### config.mk
export PLATFORM = sky130hd
export DESIGN_NAME = micro_sequencer
export DESIGN_NICKNAME = d
export VERILOG_FILES = /design/src/rtl/micro_sequencer.sv
export SDC_FILE = /design/constraint.sdc
export NUM_CORES = 1
export LEC_CHECK = 0
export BUFFER_PORTS_ARGS = -buffer_cell sky130_fd_sc_hd__buf_2
export CAP_MARGIN = 20
export CELL_PAD_IN_SITES_DETAIL_PLACEMENT = 2
export CELL_PAD_IN_SITES_GLOBAL_PLACEMENT = 2
export CORE_AREA = 5 5 83 85
export CTS_CLUSTER_SIZE = 30
export DETAILED_ROUTE_END_ITERATION = 8
export DIE_AREA = 0 0 88 90
export GPL_ROUTABILITY_DRIVEN = 0
export PLACE_DENSITY_LB_ADDON = 0.1
export SYNTH_ARGS = -nofsm -noshare
export SYNTH_HDL_FRONTEND = slang
export SYNTH_SLANG_ARGS = --single-unit
### constraint.sdc
create_clock -name clk -period 2.7 [get_ports clk]
set_input_delay 0.27 -clock clk [delete_from_list [all_inputs] [get_ports clk]]
set_output_delay 0.27 -clock clk [all_outputs]
set_load 0.05 [all_outputs]
### src/rtl/micro_sequencer.sv
// ============================================================================
// micro_sequencer : microprogram counter / next-address logic for the MM core
// Optional macro: USEQ_ILLEGAL_TRAP_EN (illegal dispatch halts instead of skip)
// Revision: 1.0
// ============================================================================
`default_nettype none

module micro_sequencer #(
  parameter int          UADDR_W     = 7,
  parameter int          UCODE_DEPTH = 75,
  parameter logic [7:0]  END_OPCODE  = 8'hFF
) (
  input  logic               clk,
  input  logic               rst,
  input  logic               start,
  input  logic               stall,
  input  logic [7:0]         opcode,
  input  logic               z_flag,
  input  logic               cores_done,
  input  logic               bt,
  input  logic [1:0]         condition,
  input  logic [UADDR_W-1:0] jump_addr,
  output logic [15:0]        upc,
  output logic               ops_en,
  output logic               running,
  output logic               halted,
  output logic               illegal,
  output logic [15:0]        instr_count
);

  typedef enum logic [1:0] {
    S_IDLE = 2'd0,
    S_RUN  = 2'd1,
    S_HALT = 2'd2
  } state_t;

  localparam logic [UADDR_W-1:0] c_LAST_ADDR = UADDR_W'(UCODE_DEPTH - 1);
  localparam logic [UADDR_W-1:0] c_ONE       = UADDR_W'(1);

  state_t             state_q, state_d;
  logic [UADDR_W-1:0] upc_q, upc_d;
  logic               illegal_q, illegal_d;
  logic [15:0]        cnt_q, cnt_d;
  logic [UADDR_W-1:0] w_upc_inc;
  logic               w_legal_op;

  assign w_upc_inc  = (upc_q == c_LAST_ADDR) ? '0 : upc_q + c_ONE;
  assign w_legal_op = 32'(opcode) < UCODE_DEPTH;

  always_ff @(posedge clk) begin
    if (rst) begin
      state_q   <= S_IDLE;
      upc_q     <= '0;
      illegal_q <= 1'b0;
      cnt_q     <= 16'd0;
    end else begin
      state_q   <= state_d;
      upc_q     <= upc_d;
      illegal_q <= illegal_d;
      cnt_q     <= cnt_d;
    end
  end

  always_comb begin
    state_d   = state_q;
    upc_d     = upc_q;
    illegal_d = illegal_q;
    cnt_d     = cnt_q;
    case (state_q)
      S_RUN: begin
        if (!stall) begin
          if (bt) begin
            // Dispatch outranks any branch condition in the same word
            if (opcode == END_OPCODE) begin
              state_d = S_HALT;
              upc_d   = '0;
            end else if (w_legal_op) begin
              upc_d = UADDR_W'(opcode);
              if (cnt_q != 16'hFFFF) cnt_d = cnt_q + 16'd1;
            end else begin
              illegal_d = 1'b1;
              upc_d     = '0;
`ifdef USEQ_ILLEGAL_TRAP_EN
              state_d   = S_HALT;
`else
              state_d   = S_RUN;
`endif
            end
          end else begin
            case (condition)
              2'b00:   upc_d = jump_addr;
              2'b01:   upc_d = z_flag      ? jump_addr : w_upc_inc;
              2'b10:   upc_d = !z_flag     ? jump_addr : w_upc_inc;
              default: upc_d = !cores_done ? jump_addr : w_upc_inc;
            endcase
          end
        end
      end
      default: begin
        upc_d = '0;
        if (start) begin
          state_d   = S_RUN;
          illegal_d = 1'b0;
          cnt_d     = 16'd0;
        end
      end
    endcase
  end

  assign upc         = 16'(upc_q);
  assign running     = (state_q == S_RUN);
  assign halted      = (state_q == S_HALT);
  assign ops_en      = running && !stall;
  assign illegal     = illegal_q;
  assign instr_count = cnt_q;

endmodule

`default_nettype wire

---- Word level (Yosys, flattened, before mapping) ----
Index checks and enable logic that the tools add are counted.
operators by class
  bitwise gates (word level) .............. 1
  muxes and demuxes ....................... 27
  $add $sub $neg .......................... 2
  eq/ne operators ......................... 14
  reductions and logical operators ........ 8
  $lt $le $gt $ge ......................... 1
operator list
  kind                     count
  $mux W16                 7
  $mux W7                  7
  $pmux W7 S3              1
  $add A16 B1 Y16 const B  1
  $ne A16 B16 Y1 const B   1
  $mux W2                  6
  $eq A8 B8 Y1 const B     1
  $lt A8 B7 Y1 const B     1
  $ne A2 B2 Y1 const B     4
  $add A7 B1 Y7 const B    1
  $eq A7 B7 Y1 const B     1
  $mux W1                  6
  $reduce_and A6 Y1        1
  $reduce_and A5 Y1        1
  $eq A2 B1 Y1 const B     2
  $eq A2 B2 Y1 const B     2
  $ne A2 B1 Y1 const B     2
  $reduce_and A4 Y1        1
  $ne A3 B2 Y1 const B     1
  $logic_not A2 Y1         1
  $reduce_bool A2 Y1       1
  $reduce_or A2 Y1         1
  $logic_and A1 B1 Y1      1
  $logic_not A1 Y1         1
  $not A1 Y1               1
word-level totals
  output and inout bits ................... 36
  logic and storage cells ................. 57
  register bits ........................... 26
  bits of input ports ..................... 24

---- Longest topological paths before layout ----
Gate-level depths: netlist of run 1.
  depth in word-level cells ............... 7
  depth in mapped cells ................... 7
  depth with buffers taken out ............ 6

---- Worst setup path after synthesis of run 1 ----
OpenSTA, ideal clock, no wires.
  kind .................................... input-to-reg
  start point ............................. in stall
  end point ............................... reg cnt_q[4] (netlist: instr_count[4])
  setup slack ............................. 0.635 ns
  arrival ................................. 1.994 ns
  setup time .............................. 0.070 ns
  data required time ...................... 2.630 ns
  stages on the path ...................... 6
  path buffers ............................ 1
  path through ............................ buf_2 -> nor3b_4 -> o311a_2 -> nor2_1 -> or4_1 -> a21oi_1
on the way
  longest elaborated chain between the ends .. 2
RTL lines
  element                      line  text
  from (decl)                  16    input logic stall,
  $ne A2 B2 Y1 (no line)       n/a
  $reduce_and A6 Y1 (no line)  n/a
  to (signal assigned)         60    cnt_q <= cnt_d;
  to (decl)                    43    logic [15:0] cnt_q, cnt_d;
No other way between the ends.
A chain may end at the register's enable or synchronous reset.

---- Worst setup path after layout of run 1 ----
  start point ............................. reg upc_q[3]
  end point ............................... reg upc_q[0]
on the way
  longest elaborated chain between the ends .. 5
  elaborated cells between the ends (all ways) .. 7
  those cells by class .................... 1 x eq/ne; 6 x mux
RTL lines
  element                     line        text
  from (decl)                 41          logic [UADDR_W-1:0] upc_q, upc_d;
  from (signal assigned)      58          upc_q <= upc_d;
  $eq A7 B7 Y1 *              47          assign w_upc_inc = (upc_q == c_LAST_ADDR) ? '0 : upc_q + c_ONE;
  $mux W7 *                   47
  $mux W7 (on tied branches)  94, 92, 93
  $pmux W7 S3 *               90          case (condition)
  $mux W7 *                   72          if (bt) begin
Mark *: on every way between the ends. The rest lies on a longest branch, timed or not.

==> results.md, run 1 <==
* Status: finished clean
* Max-Slew Margin vs Limit at 47.0%
* Final setup violation count at 0
* Proportion of layout cells with a drive suffix above 1 at 25.0%
* Critical path cell sequence: nor4b_1, a31oi_1, mux2_2, o221ai_1, o21ai_0
* Clk sinks at 26
* Gr ovfl total at 0
* Antenna Nets Post-Route at 0
* Max Cap Viol at 0
* Top cells by count, synth: 26 x dfxtp_1, 25 x a21oi_1, 19 x o21ai_0
* Reg clk slew, reported paths at 0.11 ns
* Post-detail-place hpwl at 5.13 mm
* Cells after Synth at 225
* 1st-iter DRT viols at 60
* Count leader, synth: dfxtp_1
* Worst-path maximum fanout at 6
* Ports at 60
* Final wirelength at 6.50 mm
* Syn Area/Cell at 7.80 um2
* Worst path max stage delay at 0.67 ns
* Final setup TNS at 0 ns
* Die Span Y at 90 um
* Synth area leaders: dfxtp_1 30%, a21oi_1 7.1%, o21ai_0 5.4%, buf_4 3.9%, nand4_1 3.6%
* Switch Pwr at 0.284 mW
* Internal Pwr Total at 0.569 mW
* Unique masters post-synth at 50
* Final Skew at 0.00853 ns
* # DRC at 0
* Clock buffer depth at 2
* Final hold vios at 0
* Post-DR wirelength/cell at 18.4 um
* Core area at 0.00613 mm2
* Site Rows at 29
* Worst-margin pin slew at 0.784 ns
* Antenna violations before repair at 0
* RSZ-0062 raised after global routing: no
* LEAKAGE at 0.893 nW
* Synthesized flop and latch total at 26
* CP required at 2.87 ns
* GRT Total Usage at 16.8%
* Die Wd at 88 um
* First-pass GRT wire length at 10.9 mm
* Post-route cell area at 0.00212 mm2
* Top_reg_cell synth: dfxtp_1
* Routed via count at 1,976
* Mapped cell area at 0.00175 mm2
* Minimum clock period after layout at 2.08 ns
* Slowest cell on crit path: nor4b_1
* Placed instance area at 0.00207 mm2
* CTS tree: yes
* Reg2Reg Setup Slack at 0.62 ns
* Synth top area share at 29.7%
* Vias in the first global route at 2,137
* Fin. max-slew vios at 0
* Max Fclk at 480 MHz
* Post-DR vias/cell at 5.60
* Sequential area share after synthesis at 29.7%
* Postcts setup bufs at 0
* Post-cts hold buffer count at 0
* Startpoint types: flop
* Logic gate share of total power at 21.5%
* PortBufs at 50
* Antenna Cells at 0
* H-Tree Depth at 1
* First-pass DRT Iterations at 4
* Sequential Power Share at 46.6%
* Post-cts resize count at 0
* Largest net degree at the start of global routing at 15
* PwrDens at 402 mW/mm2
* Total die area at 0.00792 mm2
* Asr flop ratio synth at 0%
* Synthesis-to-finish area growth at 20.9%
* Peak supply drop at 0.194 mV
* Final period util at 77.1%
* Clock power frac at 31.9%
* Final #Nets at 304
* Clock Latency Late Sink at 0.28 ns
* Clock root cell: clkbuf_8
* Leading area contributor after synthesis: dfxtp_1
* Critical Path AT at 2.25 ns
* Num CTS Buffers at 3
* Fill count at 748
* Setup CP Type: flop to flop
* Number of synthesis warnings at 0
* Initial Util at 28.6%
* Crit path capture type: flop
* Sw Ratio at 33.3%
* Number of synthesized flops with an enable pin at 0
* Hold Path Class: input pin to flop
state kept, by name, indices dropped and copies added (netlist names):
| name | cells |
|---|---|
| instr_count | 16 |
| upc_q | 7 |
| illegal | 1 |
| state_q | 2 |
cells in the final DEF (no fill, tap or decap), types with 2 or more instances in the layout:
| master | n |
|---|---|
| a21oi_1 | 25 |
| and3_1 | 6 |
| nor2b_1 | 4 |
| dfxtp_1 | 26 |
| nand3_1 | 6 |
| a31o_2 | 5 |
| conb_1 | 9 |
| o31ai_1 | 3 |
| xnor2_1 | 3 |
| ha_1 | 3 |
| o221ai_1 | 2 |
| nand2b_1 | 3 |
| nor2_1 | 13 |
| and2_1 | 4 |
| buf_2 | 50 |
| nor3_1 | 2 |
| nand4_1 | 10 |
| and4_1 | 5 |
| mux2_2 | 3 |
| nor3b_1 | 2 |
| or4_1 | 6 |
| a31oi_1 | 4 |
| o21ai_0 | 19 |
| buf_4 | 4 |
| o21a_1 | 2 |
| nand2_1 | 16 |
| inv_1 | 9 |
| clkbuf_8 | 4 |
| o211ai_1 | 7 |
power by group through the flow:
stage / Sequential [mW] / Clock [mW] / Combinational [mW]
after global placement: 0.407 / 0 / 0.181
final: 0.398 / 0.272 / 0.184
after detailed placement: 0.407 / 0 / 0.184
after floorplan: 0.422 / 0 / 0.115
after CTS: 0.398 / 0.283 / 0.185
after global routing: 0.399 / 0.296 / 0.201
worst paths after layout:
kind | start | end | cells past startpoint
worst max-delay path | upc_q[3]$_SDFFE_PP0N_ | upc_q[0]$_SDFFE_PP0N_ | 5
worst min-delay path | rst | instr_count[0]$_SDFFE_PP0P_ | 2
worst max register to register | upc_q[3]$_SDFFE_PP0N_ | upc_q[0]$_SDFFE_PP0N_ | 5
worst min register to register | illegal$_SDFFE_PP0P_ | illegal$_SDFFE_PP0P_ | 2
logic make-up after synthesis:
group	Yosys count	share of synthesized area (%)
and+or+nand+nor	84	27.6
DFF	26	29.7
buffers and inverters	24	7.35
xor gates and xnor gates	4	2.00
other	1	0.214
adders and majority gates	3	2.14
muxes	4	2.57
AOI/OAI and AO/OA	79	28.5
per-layer routing:
layer | up-vias | GRT usage [%] | part of all wire (%)
met2 | 51 | 28.0 | 47
met3 | 7 | 2.56 | 4.7
met5 | - | 0 | 0
met4 | 0 | 3.20 | 1.0
li1 | 945 | - | -
met1 | 973 | 22.9 | 47
layout make-up:
cell class | count | area (um2) | area share (%)
flip-flops and latches | 26 | 520 | 24.5
multi-input cells | 183 | 1130 | 53.5
repair buffers | 54 | 280 | 13.2
well taps | 77 | 96.3 | 4.54
clock buffers | 4 | 55.1 | 2.60
inverters | 9 | 33.8 | 1.59
worst max-delay path, delay by kind of cell, from the launching register on:
family | cells | cell delay (ns)
mux | 1 | 0.32
compound gates | 3 | 0.55
simple gates | 1 | 0.67
flops | 1 | 0.44
per-stage QoR:
step | hold WS (ns) | utilization (%) | setup WS [ns] | power (mW) | std cells
floorplan | 0.339 | - | 0.635 | 0.537 | 233
global placement | 0.485 | 33.7 | 0.653 | 0.588 | 349
detailed placement | 0.498 | 33.7 | 0.603 | 0.591 | 349
CTS | 0.236 | 34.6 | 0.647 | 0.866 | 353
global route | 0.241 | 34.6 | 0.494 | 0.896 | 353
finish | 0.237 | 34.6 | 0.619 | 0.854 | 353
(Power assumes the default switching activity.)
==> run 2, diff against run 1 <==
--- a/config.mk
+++ b/config.mk
@@ -9,10 +9,10 @@
 export CAP_MARGIN = 20
 export CELL_PAD_IN_SITES_DETAIL_PLACEMENT = 2
 export CELL_PAD_IN_SITES_GLOBAL_PLACEMENT = 2
-export CORE_AREA = 5 5 83 85
+export CORE_AREA = 5 5 87 89
 export CTS_CLUSTER_SIZE = 30
 export DETAILED_ROUTE_END_ITERATION = 8
-export DIE_AREA = 0 0 88 90
+export DIE_AREA = 0 0 92 94
 export GPL_ROUTABILITY_DRIVEN = 0
 export PLACE_DENSITY_LB_ADDON = 0.1
 export SYNTH_ARGS = -nofsm -noshare
==> constraint.sdc (replaced) <==
create_clock -name clk -period 2.04 [get_ports clk]
set_input_delay 0.204 -clock clk [delete_from_list [all_inputs] [get_ports clk]]
set_output_delay 0.204 -clock clk [all_outputs]
set_load 0.05 [all_outputs]
==> results.md, run 2 (same netlist as run 1, synthesis figures left out) <==
* Slowest cell on crit path: or4_1
* Routed via count at 1,980
* Clock Latency Late Sink at 0.29 ns
* Setup CP Type: flop to flop
* Beginning of the critical path: instr_count[1]$_SDFFE_PP0P_
* Post-DR wirelength/cell at 18.4 um
* Clock buffer depth at 2
* Largest net degree at the start of global routing at 16
* Max layer used: met4
* FF-to-FF Start: instr_count[1]$_SDFFE_PP0P_
* Hold Path Class: input pin to flop
* Crit path buffers/inverters at 1
* Post-route cell area at 0.00223 mm2
* Critical Path AT at 2.15 ns
* Ports at 60
* Initial Util at 26.3%
* Max Fclk at 514 MHz
* Critical path cell sequence: ha_2, and4_1, nand4_1, a21oi_1, buf_4, or4_1, a21oi_1
* LEAKAGE at 0.955 nW
* PortBufs at 50
* Antenna violations before repair at 0
* Reg area at 520 um2
* Proportion of layout cells with a drive suffix above 1 at 29.1%
* Final #Nets at 317
* Internal Pwr Total at 0.765 mW
* Num CTS Buffers at 3
* Most Frequent Cell on Critical Path: a21oi_1
* Synthesis-to-finish area growth at 27.0%
* Logic gate share of total power at 22.5%
* 1st-iter DRT viols at 38
* Most common cell after layout, fill and taps aside: buf_2
* Worst-path maximum fanout at 15
* Metal3 WL at 228 um
* Vias in the first global route at 2,102
* Postcts setup bufs at 0
* Minimum clock period after layout at 1.95 ns
* Worst path max stage delay at 0.51 ns
* Max-Slew Margin vs Limit at 64.2%
* RSZ-0062 raised after global routing: no
* Site Rows at 30
* Post-detail-place hpwl at 5.42 mm
* Clk sinks at 26
* Post-cts hold buffer count at 0
* Met1 wire length at 3.21 mm
* Die Wd at 92 um
* Sequential Power Share at 45.7%
* Final hold vios at 0
* Final wirelength at 6.81 mm
* Die Span Y at 94 um
* Post-cts resize count at 0
* Clock root cell: clkbuf_8
* Antenna Nets Post-Route at 0
* Sw Ratio at 33.6%
* Final setup TNS at 0 ns
* Final Skew at 0.0100 ns
* First-pass DRT Iterations at 4
* H-Tree Depth at 1
* Startpoint types: flop
* CTS tree: yes
* Fill count at 822
* Worst-margin pin slew at 0.537 ns
* Reg clk slew, reported paths at 0.11 ns
* Commonest non-fill, non-tap cells in the layout: 50 x buf_2, 26 x dfxtp_1, 24 x a21oi_1
* Switch Pwr at 0.386 mW
* Max Cap Viol at 0
* Antenna Cells at 0
* Gr ovfl total at 0
* Core area at 0.00668 mm2
* Final setup violation count at 0
* Pwr Total at 1.15 mW
* CP required at 2.25 ns
* Crit path capture type: flop
* Post-DR vias/cell at 5.37
* Worst hold start: bt
* # DRC at 0
* GRT Total Usage at 15.9%
* Total die area at 0.00865 mm2
* Multi-input logic area at 0.00114 mm2
* PwrDens at 516 mW/mm2
* Final period util at 95.3%
* WL met2 at 3.34 mm
* Placed instance area at 0.00217 mm2
* Final Hold Slack at 0.162 ns
* First-pass GRT wire length at 11.0 mm
* Clock power frac at 31.8%
* Status: finished clean
* Number of flip-flops in the largest register at 16
* CP top delay family: simple AND/OR/NAND/NOR gates
* Fin. max-slew vios at 0
* Peak supply drop at 0.201 mV
==> run 2: cell types whose count changed in the layout (fill, tap and decap cells not counted) <==
cell	previous run	this run
buf_4	4	17
a21oi_2	0	1
a21oi_1	25	24
ha_2	0	1
ha_1	3	2
==> run 2: final timing paths <==
check,end,slack (ns),cells after the start
setup / recovery,instr_count[4]$_SDFFE_PP0P_,0.09,7
hold / removal,state_q[0]$_SDFFE_PP0P_,0.16,2
setup reg to reg,instr_count[4]$_SDFFE_PP0P_,0.09,7
hold reg to reg,illegal$_SDFFE_PP0P_,0.49,2
==> run 2: per-stage QoR <==
step                setup WS (ns)  utilization, %  cells
floorplan                0.000930               -    233
global placement            0.155            32.4    365
detailed placement          0.110            32.4    365
CTS                        0.0631            33.3    369
global route               0.0108            33.4    369
finish                     0.0950            33.4    369
==> run 2: layer usage <==
layer | up-vias | track usage (%)
li1 | 972 | -
met1 | 968 | 20.7
met2 | 38 | 28.1
met3 | 2 | 2.80
met4 | 0 | 1.86
met5 | - | 0
==> run 2: cell type report <==
type / count / area share [%]
clock buffers: 4 / 2.47
inverters: 9 / 1.52
multi-input cells: 183 / 51.2
flip-flops and latches: 26 / 23.4
well taps: 80 / 4.49
repair buffers: 67 / 17.0
==> run 2: power groups by stage <==
stage	combinational (mW)	clock [mW]	sequential, mW
after global placement	0.255	0	0.537
after CTS	0.260	0.376	0.526
after detailed placement	0.259	0	0.537
after floorplan	0.153	0	0.558
final	0.259	0.366	0.525
after global routing	0.280	0.386	0.527
